<file path="config.mk">
export PLATFORM = sky130hd
export DESIGN_NAME = unpack_pkt_arbiter
export DESIGN_NICKNAME = d
export VERILOG_FILES = /design/src/rtl/unpack_pkt_arbiter.sv
export SDC_FILE = /design/constraint.sdc
export NUM_CORES = 1
export LEC_CHECK = 0
export BUFFER_PORTS_ARGS = -buffer_cell sky130_fd_sc_hd__buf_2
export CORE_ASPECT_RATIO = 0.6
export CORE_MARGIN = 8
export CORE_UTILIZATION = 38
export CTS_CLUSTER_DIAMETER = 80
export DETAILED_ROUTE_END_ITERATION = 16
export PLACE_DENSITY = 0.86
export SYNTH_ARGS = -nofsm -noshare
export SYNTH_HDL_FRONTEND = slang
export SYNTH_SLANG_ARGS = --single-unit
</file>
<file path="constraint.sdc">
create_clock -name clk -period 1.8 [get_ports clk]
set_input_delay 0.45 -clock clk [delete_from_list [all_inputs] [get_ports clk]]
set_output_delay 0.45 -clock clk [all_outputs]
set_load 0.1 [all_outputs]
</file>
<file path="src/rtl/unpack_pkt_arbiter.sv">
// Packet-level round-robin arbiter that shares one 32b->7b unpacker between NREQ packet sources.
// The grant is held from sop to eop, and words leave through a single registered ready/valid stage.
module unpack_pkt_arbiter #(
   parameter int NREQ = 4,
   parameter int DW   = 32,
   parameter int IDW  = $clog2(NREQ)
) (
   input  logic               clk,
   input  logic               rst,
   input  logic [NREQ-1:0]    req_valid,
   input  logic [NREQ*DW-1:0] req_data,
   input  logic [NREQ-1:0]    req_sop,
   input  logic [NREQ-1:0]    req_eop,
   output logic [NREQ-1:0]    req_ready,
   output logic               up_valid,
   output logic [DW-1:0]      up_data,
   output logic               up_sop,
   output logic               up_eop,
   input  logic               up_ready,
   output logic [IDW-1:0]     grant_id,
   output logic               busy,
   output logic               drop_pulse,
   output logic               err_pulse,
   output logic [IDW-1:0]     err_id
);

   typedef enum logic {ARB, LOCK} state_t;

   state_t           state, state_nxt;
   logic [IDW-1:0]   rr_ptr, rr_ptr_nxt, grant_nxt;
   logic             first_word, first_word_nxt;
   logic [NREQ-1:0]  cand;
   logic [IDW-1:0]   arb_start, winner;
   logic             win_found;
   logic             lock, can_load;
   logic             g_valid, g_sop, g_eop, g_acc;
   logic [DW-1:0]    g_data;

   function automatic logic [IDW-1:0] wrap_inc(input logic [IDW-1:0] v);
      if (32'(v) == NREQ - 1) return '0;
      return v + IDW'(1);
   endfunction

   function automatic logic [IDW-1:0] rot_idx(input logic [IDW-1:0] base, input int unsigned k);
      int unsigned s;
      s = (32'(base) + k) % NREQ;
      return s[IDW-1:0];
   endfunction

   assign lock      = (state == LOCK);
   assign busy      = lock;
   assign can_load  = !up_valid || up_ready;
   assign g_valid   = req_valid[grant_id];
   assign g_sop     = req_sop[grant_id];
   assign g_eop     = req_eop[grant_id];
   assign g_data    = req_data[32'(grant_id) * DW +: DW];
   assign g_acc     = !rst && lock && g_valid && can_load;
   assign cand      = req_valid & req_sop;
   // On an eop hand-over the search starts past the current owner, so the owner is only picked last.
   assign arb_start = lock ? wrap_inc(grant_id) : rr_ptr;
   assign err_pulse = g_acc && g_sop && !first_word;
   assign err_id    = err_pulse ? grant_id : '0;

   always_comb begin
      winner    = '0;
      win_found = 1'b0;
      for (int unsigned k = 0; k < NREQ; k++) begin
         if (!win_found && cand[rot_idx(arb_start, k)]) begin
            winner    = rot_idx(arb_start, k);
            win_found = 1'b1;
         end
      end
   end

   always_comb begin
      req_ready  = '0;
      drop_pulse = 1'b0;
      for (int unsigned i = 0; i < NREQ; i++) begin
         if (rst) begin
            req_ready[i] = 1'b0;
         end else if (lock && 32'(grant_id) == i) begin
            req_ready[i] = can_load;
         end else if (req_valid[i] && !req_sop[i]) begin
            req_ready[i] = 1'b1;
            drop_pulse   = 1'b1;
         end
      end
   end

   always_comb begin
      state_nxt      = state;
      grant_nxt      = grant_id;
      rr_ptr_nxt     = rr_ptr;
      first_word_nxt = first_word;
      case (state)
         ARB: begin
            if (win_found) begin
               grant_nxt      = winner;
               first_word_nxt = 1'b1;
               state_nxt      = LOCK;
            end
         end
         LOCK: begin
            if (g_acc) begin
               first_word_nxt = 1'b0;
               if (g_eop) begin
                  rr_ptr_nxt = wrap_inc(grant_id);
                  if (win_found) begin
                     grant_nxt      = winner;
                     first_word_nxt = 1'b1;
                  end else begin
                     state_nxt = ARB;
                  end
               end
            end
         end
         default: state_nxt = ARB;
      endcase
   end

   always_ff @(posedge clk) begin
      if (rst) begin
         state      <= ARB;
         rr_ptr     <= '0;
         grant_id   <= '0;
         first_word <= 1'b0;
         up_valid   <= 1'b0;
         up_data    <= '0;
         up_sop     <= 1'b0;
         up_eop     <= 1'b0;
      end else begin
         state      <= state_nxt;
         rr_ptr     <= rr_ptr_nxt;
         grant_id   <= grant_nxt;
         first_word <= first_word_nxt;
         if (can_load) begin
            up_valid <= g_acc;
            if (g_acc) begin
               up_data <= g_data;
               up_sop  <= g_sop;
               up_eop  <= g_eop;
            end
         end
      end
   end

endmodule
</file>
==> results.cfg <==
[run_status]
outcome = complete, but fails checks
violations = setup timing

[detailed_routing]
vias = 3160
drc = 0
wl_per_cell_um = 19.09
wirelength_um = 11280
dr.pass1.iters = 5
antenna_left = 0
drt_first_iter_violations = 145
vias_per_cell = 5.347

[clock_tree]
clockBufferDepth = 2
cts_hold_buf = 0
root_buffer = clkbuf_16
cts_tree = done
clk_pin_slew_worst_paths_ns = 0.06
cts.htree.levels = 2
cts_sinks = 41
numCtsBuffers = 5
insertion_delay_ns = 0.28

[synthesis]
yosys_most_used_dff = dfxtp_1
ys_ff_latch = 41
synthArstFlopShare_pct = 0
yosysSeqAreaShare_pct = 30.11
synth.distinct_cells = 39
synth_area_mm2 = 0.002726
netlist_instances = 286
synth_edf_count = 0
syn_area_per_cell_um2 = 9.533
yosysMostFrequentCell = nand2_1
yosysTopAreaCell = dfxtp_1
synth_fp_nets = 433
ys_warn_count = 0
ys_top_cells_by_area = dfxtp_1, mux4_2, nand2_1
yosysTopAreaCellShare_pct = 30.11
synthTopCellsByCount = nand2_1, a21oi_1, dfxtp_1

[sta]
setup_violations = 14
fin_crit_sh_pct = 120.9
fin_skew_ns = 0.004790
timing.final.crit_period_ns = 2.177
slew_headroom_pct = 65.76
worstMarginPinSlew_ns = 0.5171
rsz0062_at_grt = true
timing.fmax_mhz = 459.4
finalMaxSlewViolations = 0
fin_ws_ns = -0.3766
hold_viol = 0
fin_hold_ws_ns = 0.4493

[die]
die_area_mm2 = 0.01023
io_pins = 189
fp-row-count = 24
fp.coreArea_mm2 = 0.007117
start_util_pct = 38.31
die_x_um = 125.4
fp.dieH_um = 81.61

[worst_setup_path]
critPathRequiredTime_ns = 1.35
startpoint_type = flip-flop
cpPeakStageDelay_ns = 0.38
critPathKind = flip-flop to primary output
crit_slowest_cell = mux4_2
path_cells = mux4_2 -> nand3_4 -> nor3b_4 -> and2_4 -> buf_12
crit_arrival_ns = 1.73
critPathMaxFanout = 3
end_kind = primary output

[finish]
regArea_um2 = 833.3
final_nets = 646
diodes = 0
area_delta_synth_final_pct = 68.33
num-fill-cells = 558
multiInputGateArea_mm2 = 0.002004
postLayoutCellArea_mm2 = 0.004589
layout-drive-gt1-share_pct = 62.20
final_core_util_pct = 64.49

[global_routing]
met3_usage_pct = 6.675
busiest_layer = met2
grt_use_total_pct = 20.83
grt_overflow = 0
grtUsageMet1_pct = 23.96
grt_pass1_wl_um = 17170
grt_pass1_vias = 3555
grt_start_max_net_pins = 37
antenna_found_initial = 0
met2_usage_pct = 36.98

[power_and_ir_drop]
leakagePower_nw = 1.999
peakVddDrop_v = 0.0004410
powerDensity_mw_per_mm2 = 700.8

[hold_path]
hp-class = flip-flop to flip-flop

[job]
cap_violations = 0

[placed_design]
gp_congestion = 1.017
dpl.hpwl_um = 8797
placed_area_mm2 = 0.004188
io_buffers = 188
## critical path: cells and delay by family (launching register included)
family | cells | cell delay [ns]
flip-flops | 1 | 0.36
buffers and inverters | 1 | 0.17
multiplexers | 1 | 0.38
AND/OR/NAND/NOR | 3 | 0.54
## cells in the final DEF, fill, tap and decap left out, types with 3 or more instances in the layout
cell type  netlist  layout
dfxtp_4          0       3
clkbuf_16        0       6
buf_6            1       4
inv_1            4       3
buf_12           0      11
dfxtp_1         41      37
ha_4             0       4
nand2b_1         5       5
a21oi_1         43      38
buf_2            9     178
and2_1           6       4
buf_4            2      33
nand2_1         77      77
a31oi_2          0       4
nor2_4           0       5
mux4_2          35      36
a21oi_2          0       3
## layout make-up
class	count	area share [%]
Tap cell	91	2.481
Inverter	5	0.5180
Clock buffer	5	2.726
Timing Repair Buffer	229	32.06
Multi-Input combinational cell	217	43.67
Sequential cell	41	18.16
Clock inverter	3	0.3817
## where the power goes
part,internal (mW),total [mW],switching [mW]
Sequential,0.955,0.988,0.0331
Clock,0.508,0.866,0.358
Combinational,0.559,1.36,0.803
Total,2.02,3.22,1.19
## state kept, by name, summed over array words and instances, names as in the netlist
name        cells
busy            1
first_word      1
grant_id        2
rr_ptr          2
up_data        32
up_eop          1
up_sop          1
up_valid        1
## metrics by stage
step | std cells | worst slack (ns) | TNS, ns | total power, mW
after global routing | 591 | -0.4653 | -4.788 | 3.361
final | 591 | -0.3766 | -2.857 | 3.216
after detailed placement | 578 | -0.2262 | -4.640 | 2.257
after CTS | 590 | -0.4009 | -2.812 | 3.181
after global placement | 578 | -0.2077 | -2.687 | 2.228
after floorplan | 286 | -1.139 | -5.029 | 1.856
## timing repair
| action | 4_1_cts | 5_1_grt |
|---|---|---|
| setup buffers | 4 | 1 |
| gates resized for setup | 24 | 20 |
| pin swaps | 9 | 3 |
| setup endpoints to repair | 8 | 46 |
| endpoints found under the hold margin | 0 | 0 |
| gates cloned | 0 | 1 |
## metal layers
layer | up-vias | share of wire [%]
met3 | 18 | 7.9
met5 | - | 0
met1 | 1496 | 42
li1 | 1477 | -
met2 | 169 | 49
met4 | 0 | 1.9
## cells by family (layout without fill, tap and decap cells)
| kind of cell | Yosys count | in the layout | synth area share (%) |
|---|---|---|---|
| adders and majority gates | 4 | 4 | 1.836 |
| and+or+nand+nor | 108 | 108 | 17.39 |
| muxes | 39 | 39 | 30.98 |
| AOI/OAI and AO/OA | 66 | 66 | 13.95 |
| DFF | 41 | 41 | 30.11 |
| buffers and inverters | 28 | 242 | 5.736 |
## worst paths after layout
kind                                                from                        to  slack, ns  cells past startpoint
worst min register to register  up_data[26]$_SDFFE_PP0P_  up_data[26]$_SDFFE_PP0P_       0.45                      2
worst max-delay path            grant_id[0]$_SDFFE_PP0P_                 err_id[0]      -0.38                      5
worst min-delay path            up_data[26]$_SDFFE_PP0P_  up_data[26]$_SDFFE_PP0P_       0.45                      2
worst max register to register  grant_id[0]$_SDFFE_PP0P_    rr_ptr[0]$_SDFFE_PP0P_      -0.18                      7
(Power assumes the default switching activity.)
